## config.mk

```make
export PLATFORM = sky130hd
export DESIGN_NAME = gray_counter
export DESIGN_NICKNAME = d
export VERILOG_FILES = /design/src/rtl/gray_pkg.sv /design/src/rtl/gray_to_bin.sv /design/src/rtl/gray_counter.sv
export SDC_FILE = /design/constraint.sdc
export NUM_CORES = 1
export LEC_CHECK = 0
export CAP_MARGIN = 10
export CORE_MARGIN = 4
export CORE_UTILIZATION = 45
export DETAILED_ROUTE_END_ITERATION = 6
export GPL_ROUTABILITY_DRIVEN = 1
export MAX_ROUTING_LAYER = met4
export PLACE_DENSITY = 0.79
export SYNTH_ARGS = -nofsm -noshare
export SYNTH_HDL_FRONTEND = slang
export SYNTH_SLANG_ARGS = --single-unit
export TNS_END_PERCENT = 30
```

## constraint.sdc

```tcl
create_clock -name clk -period 2.3 [get_ports clk]
set_input_delay 0.46 -clock clk [delete_from_list [all_inputs] [get_ports clk]]
set_output_delay 0.46 -clock clk [all_outputs]
set_load 0.03 [all_outputs]
```

## src/rtl/gray_pkg.sv

```systemverilog
// Shared Gray-code helpers used by the counter and the async FIFO pointer logic.
package gray_pkg;

    localparam int unsigned GRAY_MAX_W = 32;

    typedef enum logic {
        DIR_DOWN = 1'b0,
        DIR_UP   = 1'b1
    } dir_e;

    // Binary to Gray at the widest supported width; callers truncate to their width.
    function automatic logic [GRAY_MAX_W-1:0] bin2gray(input logic [GRAY_MAX_W-1:0] b);
        return b ^ (b >> 1);
    endfunction

endpackage : gray_pkg

```

## src/rtl/gray_to_bin.sv

```systemverilog
// Combinational Gray-to-binary decoder: bit i is the XOR of all Gray bits at or above i.
module gray_to_bin #(
    parameter int unsigned WIDTH = 8
) (
    input  logic [WIDTH-1:0] gray_i,
    output logic [WIDTH-1:0] bin_o
);

    // Each output bit is an independent reduction, so no chained dependency inside a process.
    for (genvar i = 0; i < WIDTH; i++) begin : g_bit
        assign bin_o[i] = ^gray_i[WIDTH-1:i];
    end

endmodule : gray_to_bin

```

## src/rtl/gray_counter.sv

```systemverilog
// Registered up/down Gray counter with binary/Gray parallel load and wrap or saturate ends.
module gray_counter
    import gray_pkg::*;
#(
    parameter int unsigned WIDTH     = 8,
    parameter int unsigned RESET_VAL = 0,
    parameter bit          WRAP      = 1'b1
) (
    input  logic             clk,
    input  logic             rst,
    input  logic             en,
    input  logic             up,
    input  logic             load,
    input  logic             load_is_gray,
    input  logic [WIDTH-1:0] load_val,
    output logic [WIDTH-1:0] gray_out,
    output logic [WIDTH-1:0] bin_out,
    output logic             at_max,
    output logic             at_min,
    output logic             wrapped
);

    localparam logic [WIDTH-1:0] ALL_ONES = '1;
    localparam logic [WIDTH-1:0] RST_BIN  = WIDTH'(RESET_VAL);
    localparam logic [WIDTH-1:0] RST_GRAY = WIDTH'(bin2gray(GRAY_MAX_W'(RST_BIN)));

    logic [WIDTH-1:0] b_q, b_d;
    logic [WIDTH-1:0] gray_q, gray_d;
    logic             at_max_q, at_max_d;
    logic             at_min_q, at_min_d;
    logic             wrapped_q, wrapped_d;
    logic [WIDTH-1:0] load_bin;

    gray_to_bin #(
        .WIDTH (WIDTH)
    ) u_load_dec (
        .gray_i (load_val),
        .bin_o  (load_bin)
    );

    // Next count: load beats step beats hold; ends either wrap (with a pulse) or saturate.
    always_comb begin
        b_d       = b_q;
        wrapped_d = 1'b0;
        if (load) begin
            b_d = load_is_gray ? load_bin : load_val;
        end else if (en) begin
            if (dir_e'(up) == DIR_UP) begin
                if (b_q == ALL_ONES) begin
                    if (WRAP) begin
                        b_d       = '0;
                        wrapped_d = 1'b1;
                    end
                end else begin
                    b_d = b_q + WIDTH'(1);
                end
            end else begin
                if (b_q == '0) begin
                    if (WRAP) begin
                        b_d       = ALL_ONES;
                        wrapped_d = 1'b1;
                    end
                end else begin
                    b_d = b_q - WIDTH'(1);
                end
            end
        end
        // Gray is encoded from the next value so the flop output never passes through a decode.
        gray_d   = WIDTH'(bin2gray(GRAY_MAX_W'(b_d)));
        at_max_d = (b_d == ALL_ONES);
        at_min_d = (b_d == '0);
    end

    // All visible state updates on one edge; reset overrides load and step.
    always_ff @(posedge clk) begin
        if (rst) begin
            b_q       <= RST_BIN;
            gray_q    <= RST_GRAY;
            at_max_q  <= (RST_BIN == ALL_ONES);
            at_min_q  <= (RST_BIN == '0);
            wrapped_q <= 1'b0;
        end else begin
            b_q       <= b_d;
            gray_q    <= gray_d;
            at_max_q  <= at_max_d;
            at_min_q  <= at_min_d;
            wrapped_q <= wrapped_d;
        end
    end

    assign bin_out  = b_q;
    assign gray_out = gray_q;
    assign at_max   = at_max_q;
    assign at_min   = at_min_q;
    assign wrapped  = wrapped_q;

endmodule : gray_counter

```

==> flow_summary.toml, run 1 <==
[timing]
rsz0062_at_grt = "true"
period_share_pct = 98.64
setup_viol = 0
holdWs_ns = 0.7473
finalMaxSlewViolations = 0
relSlewSlack_pct = 55.37
worstMarginPinSlew_ns = 0.6673
final_hold_viol_count = 0
fmax_mhz = 440.8
skew_ns = 0.007787
fin_crit_ns = 2.269

[finish]
layout.nets = 272
final_cell_area_sq_um = 2265
fill_cells = 228
finalCoreUtilization_pct = 73.58
area_delta_synth_final_pct = 55.63
fin_cells = 292
drive_gt1_share_pct = 33.47
antenna_cells = 0

[power]
swShare_pct = 38.13
finalPower_mw = 1.375
total_leakage_power_nw = 0.9970
p_per_area_nw_per_um2 = 607.0
internal-power_mw = 0.8505
combPwrFrac_pct = 57.2
vdd_drop_max_v = 0.0005262
p_sw_mw = 0.5241
seq_power_share_pct = 29.0
p_clk_share_pct = 13.7

[yosys]
synth_top_area_share_pct = 24.76
synthTopCellsByCount = "19 x nor2_1, 18 x dfxtp_1, 16 x inv_1"
synthesis.area_sq_um = 1455
async_flop_share_pct = 0
synth-edff-count = 0
synthTopCellsByArea = "dfxtp_1 25%, ha_1 7.7%, xnor2_1 6.0%"
synth_top_area_cell = "dfxtp_1"
syn-num-nets = 200
synth-seq-cells = 18
ys_warn_count = 0
avgSynthCellArea_sq_um = 8.221
synth_flop_cell = "dfxtp_1"
synthDistinctLibCells = 51
synth_seq_area_share_pct = 24.76
postSynthCellCount = 177
post-synth-top-count-cell = "nor2_1"

[setup_path]
crit_type = "reg -> reg"
path_buf_inv = 2
worstPathCellList = "inv_4 -> ha_4 -> nor3b_4 -> a21oi_2 -> a211o_1 -> mux2i_2 -> inv_1 -> ha_1 -> and3_4 -> a41o_1"
r2r_slack_ns = 0.03
arrival_ns = 2.46
worst_setup_path_start_kind = "register"
crit_slowest_cell = "dfxtp_4"
crit_family = "compound AO/OA/AOI/OAI gates"
end_kind = "register"
rr_worst_depth = 10
cp_max_fo = 4
required_ns = 2.50
reg2reg_to = "at_min"
slowest_delay_ns = 0.38
r2r-start = "bin_out[1]"

[drt]
vias = 1561
routed_wl_microns = 4641
wl_per_cell_microns = 15.89
via_per_inst = 5.346
drt_first_pass_iters = 4
drc = 0
initialDrtViolationCount = 133
final_antenna_net_count = 0

[clock_tree]
clk_pin_slew_ns = 0.10
cts-root-buf = "clkbuf_4"
insertion_delay_ns = 0.29
clock_sink_count = 18
cts_hold_buf = 0
cts_tree = "built"
htreeDepth = 1
clockBufferDepth = 2
cts_buffers = 3

[placed_design]
globalplace.congestion = 0.8770
placed_area_sq_um = 2115
hpwl_microns = 3470
dp.cells = 285
port_buffers = 32

[global_routing]
grt_pass1_wl_microns = 7624
grt_pass1_vias = 1618
gr-total-overflow = 0
grtUsageTotal_pct = 23.56
antenna_found_initial = 0
grt_max_degree = 19

[job]
maxCapViolations = 0

[die]
ios = 33
design.core.area_sq_um = 3078
die_h_microns = 64.87
start_util_pct = 47.28
dieArea_sq_um = 4207
die-width_microns = 64.87
placementRows = 20

[worst_hold_path]
whs_endpoint = "wrapped"
min_path_cells = 4
min_from = "en"
hold_path.class = "in -> reg"

[outcome]
outcome = "finished clean"
## kinds of logic after synthesis
family | after synthesis | share of synthesized area [%]
AND/OR/NAND/NOR | 59 | 21.33
AO/OA/AOI/OAI | 42 | 21.41
buffers and inverters | 28 | 8.427
flip-flops | 18 | 24.76
XOR/XNOR | 17 | 12.29
adder cells (fa/ha/maj) | 9 | 7.739
multiplexers | 4 | 4.041
## per-stage QoR
| stage | TNS [ns] | setup WS [ns] |
|---|---|---|
| after floorplan | -0.005656 | -0.005656 |
| after global placement | -2.765 | -0.5279 |
| after detailed placement | -3.898 | -0.6878 |
| after CTS | 0 | 0.007190 |
| after global routing | -0.01699 | -0.01699 |
| final | 0 | 0.03123 |
## worst reg2reg max path, delay by kind of cell (launching register included)
family / cells / cell delay (ns)
adders and majority gates: 2 / 0.34
AOI/OAI and AO/OA: 3 / 0.63
muxes: 1 / 0.23
and+or+nand+nor: 2 / 0.45
DFF: 1 / 0.38
buffers and inverters: 2 / 0.16
## cell usage in the layout, fill, tap and decap left out, types with 3 or more instances in the layout
cell / n
buf_4: 45
clkdlybuf4s50_1: 24
nor2_1: 19
inv_1: 13
dfxtp_1: 13
a21oi_1: 11
xnor2_1: 8
nand3_1: 6
nand2_1: 5
xor2_1: 5
nor2b_1: 5
ha_1: 5
nand4_1: 4
dfxtp_2: 4
dlygate4sd2_1: 4
o21ai_0: 3
nand2b_1: 3
a31oi_1: 3
o21a_1: 3
clkbuf_4: 3
## power by group through the flow
| stage | Sequential (mW) | Combinational, mW | Clock [mW] |
|---|---|---|---|
| floorplan | 0.472 | 0.323 | 0 |
| global route | 0.405 | 0.843 | 0.203 |
| CTS | 0.395 | 0.747 | 0.190 |
| global placement | 0.399 | 0.689 | 0 |
| finish | 0.399 | 0.787 | 0.189 |
| detailed placement | 0.400 | 0.711 | 0 |
## layout make-up
type / count / area (sq um) / share of cell area (%)
repair buffers: 79 / 670.6 / 29.61
flip-flops and latches: 18 / 369.1 / 16.30
clock buffers: 4 / 36.28 / 1.602
well taps: 44 / 55.05 / 2.431
multi-input cells: 131 / 1069 / 47.18
inverters: 16 / 65.06 / 2.873
## worst max path at each step
| stage | from | endpoint | slack, ns | cells past startpoint |
|---|---|---|---|---|
| floorplan | load_val[7] | at_min | -0.006 | 9 |
| global placement | load_val[7] | at_min | -0.53 | 10 |
| detailed placement | load_val[7] | at_min | -0.69 | 10 |
| CTS | load_val[4] | at_min | 0.007 | 9 |
| global route | bin_out[1] | at_min | -0.02 | 10 |
| finish | bin_out[1] | at_min | 0.03 | 10 |
## flip-flops by register name, summed over array words and instances, names as in the netlist
signal / cells
gray_out: 7
bin_out: 8
wrapped: 1
at_max: 1
at_min: 1
## routing by layer
| layer | up-vias | track usage (%) | share of wire (%) |
|---|---|---|---|
| met5 | - | - | 0 |
| met4 | 0 | 7.916 | 1.5 |
| met3 | 10 | 1.560 | 3.1 |
| met2 | 43 | 43.30 | 53 |
| met1 | 739 | 26.91 | 42 |
| li1 | 769 | - | - |
## repair_timing
item / in CTS / in global routing
endpoints found under the setup margin: 6 / 6
setup buffers: 1 / 2
gates resized for setup: 23 / 18
pin swaps: 9 / 8
No activity file was read; power rests on OpenSTA's default activity.
==> run 2: changes to the inputs <==
--- a/config.mk
+++ b/config.mk
@@ -7,11 +7,11 @@
 export LEC_CHECK = 0
 export CAP_MARGIN = 10
 export CORE_MARGIN = 4
-export CORE_UTILIZATION = 45
+export CORE_UTILIZATION = 50
 export DETAILED_ROUTE_END_ITERATION = 6
 export GPL_ROUTABILITY_DRIVEN = 1
 export MAX_ROUTING_LAYER = met4
-export PLACE_DENSITY = 0.79
+export PLACE_DENSITY = 0.83
 export SYNTH_ARGS = -nofsm -noshare
 export SYNTH_HDL_FRONTEND = slang
 export SYNTH_SLANG_ARGS = --single-unit
==> constraint.sdc (replaced) <==
create_clock -name clk -period 2.5 [get_ports clk]
set_input_delay 0.5 -clock clk [delete_from_list [all_inputs] [get_ports clk]]
set_output_delay 0.5 -clock clk [all_outputs]
set_load 0.03 [all_outputs]
==> flow_summary.toml, run 2 (synthesis gave the netlist of run 1 again) <==
[clock_tree]
clk_pin_slew_ns = 0.11
cts_hold_buf = 0
htreeDepth = 1
cts_tree = "built"
cts-root-buf = "clkbuf_4"
insertion_delay_ns = 0.30
cts_buffers = 3
clock_sink_count = 18
clockBufferDepth = 2

[finish]
fin_cells = 266
antenna_cells = 0
final_cell_area_sq_um = 2076
drive_gt1_share_pct = 24.26
fill_cells = 200
area_delta_synth_final_pct = 42.65
final_common_cell = "buf_4"
finalCoreUtilization_pct = 75.27
mostFrequentLayoutCells = "34 x buf_4, 26 x clkdlybuf4s50_1, 18 x nor2_1, 18 x dfxtp_1, 15 x inv_1"
largest_reg_flops = 8
layout.nets = 259

[setup_path]
cp_max_fo = 14
crit_type = "reg -> reg"
required_ns = 2.67
r2r-start = "bin_out[2]"
worst_setup_path_start_kind = "register"
critPathLaunch = "bin_out[2]"
rr_worst_depth = 8
arrival_ns = 2.59
end_kind = "register"

[timing]
setup_viol = 0
period_share_pct = 96.63
final_hold_viol_count = 0
fmax_mhz = 413.9
worstMarginPinSlew_ns = 0.5684
relSlewSlack_pct = 61.99
holdWs_ns = 0.7646
finalMaxSlewViolations = 0
skew_ns = 0.004818
setup_ws_ns = 0.08417
finalSetupTns_ns = 0
fin_crit_ns = 2.416

[placed_design]
placed_area_sq_um = 1992
hpwl_microns = 3164
dp_slack_ns = -0.5600
dp.cells = 260
globalplace.congestion = 0.9336
port_buffers = 32

[drt]
final_antenna_net_count = 0
vias = 1551
drt_first_pass_iters = 4
initialDrtViolationCount = 101
via_per_inst = 5.831
drc = 0
routed_wl_microns = 4345
wl_per_cell_microns = 16.33

[power]
finalPower_mw = 1.189
vdd_drop_max_v = 0.0006084
total_leakage_power_nw = 0.9334
p_per_area_nw_per_um2 = 572.9

[outcome]
outcome = "finished clean"

[die]
placementRows = 19
die-width_microns = 61.95
dieArea_sq_um = 3837
ios = 33
die_h_microns = 61.95
start_util_pct = 52.77
design.core.area_sq_um = 2758

[worst_hold_path]
hold_path.class = "reg -> reg"
min_path_cells = 4
min_from = "bin_out[6]"

[global_routing]
grtUsageTotal_pct = 25.21
grt_pass1_vias = 1570
grt_max_degree = 19
grt_pass1_wl_microns = 6996
gr-total-overflow = 0
antenna_found_initial = 0

[job]
maxCapViolations = 0
-- run 2: cell count changes in the layout (fill, tap and decap cells not counted), moves of 2 or more --
cell	delta
buf_4	-11
nand2_2	-2
ha_1	+2
dfxtp_1	+5
a221oi_1	+2
inv_4	-2
ha_4	-2
dlygate4sd2_1	-4
inv_1	+2
dfxtp_2	-4
nand2_1	+2
buf_6	-2
a221oi_2	-2
clkdlybuf4s50_1	+2
-- run 2: layer usage --
metal | part of all wire [%] | global-route usage, % | vias up | wire length, microns
met3 | 3.0 | 2.273 | 15 | 132
met5 | 0 | - | - | 0
li1 | - | - | 744 | -
met2 | 55 | 48.52 | 42 | 2375
met1 | 39 | 26.53 | 750 | 1713
met4 | 2.8 | 7.879 | 0 | 123
-- run 2: final timing paths --
| kind | endpoint | slack, ns |
|---|---|---|
| max | gray_out[0] | 0.08 |
| min | wrapped | 0.76 |
| max reg2reg | gray_out[0] | 0.08 |
| min reg2reg | wrapped | 0.76 |
-- run 2: critical path, cell delays in order, from the launching register on --
cell and delay, ns:
dfxtp_1 0.65, and4_1 0.32, nand3_1 0.13, buf_4 0.16, a311o_1 0.31, o211a_1 0.16
buf_4 0.14, ha_1 0.29, nor2b_1 0.13
-- run 2: layout make-up --
type	count	area, sq um	area share [%]
Multi-Input combinational cell	131	1006	48.46
Timing Repair Buffer	66	574.3	27.67
Sequential cell	18	360.3	17.36
Inverter	16	60.06	2.893
Tap cell	31	38.79	1.869
Clock buffer	4	36.28	1.748
-- run 2: power breakdown --
| part | internal (mW) | switching, mW |
|---|---|---|
| Combinational | 0.314 | 0.327 |
| Clock | 0.0888 | 0.0939 |
| Sequential | 0.325 | 0.0405 |
| Total | 0.728 | 0.461 |
-- run 2: timing repair --
action | CTS | global route
pin swaps | 4 | 4
resized for setup | 12 | 10
buffers inserted | 2 | 0
endpoints found under the setup margin | 4 | 6
==> run 3: changes to the inputs <==
--- a/config.mk
+++ b/config.mk
@@ -10,6 +10,7 @@
 export CORE_UTILIZATION = 50
 export DETAILED_ROUTE_END_ITERATION = 6
 export GPL_ROUTABILITY_DRIVEN = 1
+export HOLD_SLACK_MARGIN = 0.1
 export MAX_ROUTING_LAYER = met4
 export PLACE_DENSITY = 0.83
 export SYNTH_ARGS = -nofsm -noshare
==> results of run 3 <==
Final layout, timing and power as in run 2 (identical DEF).
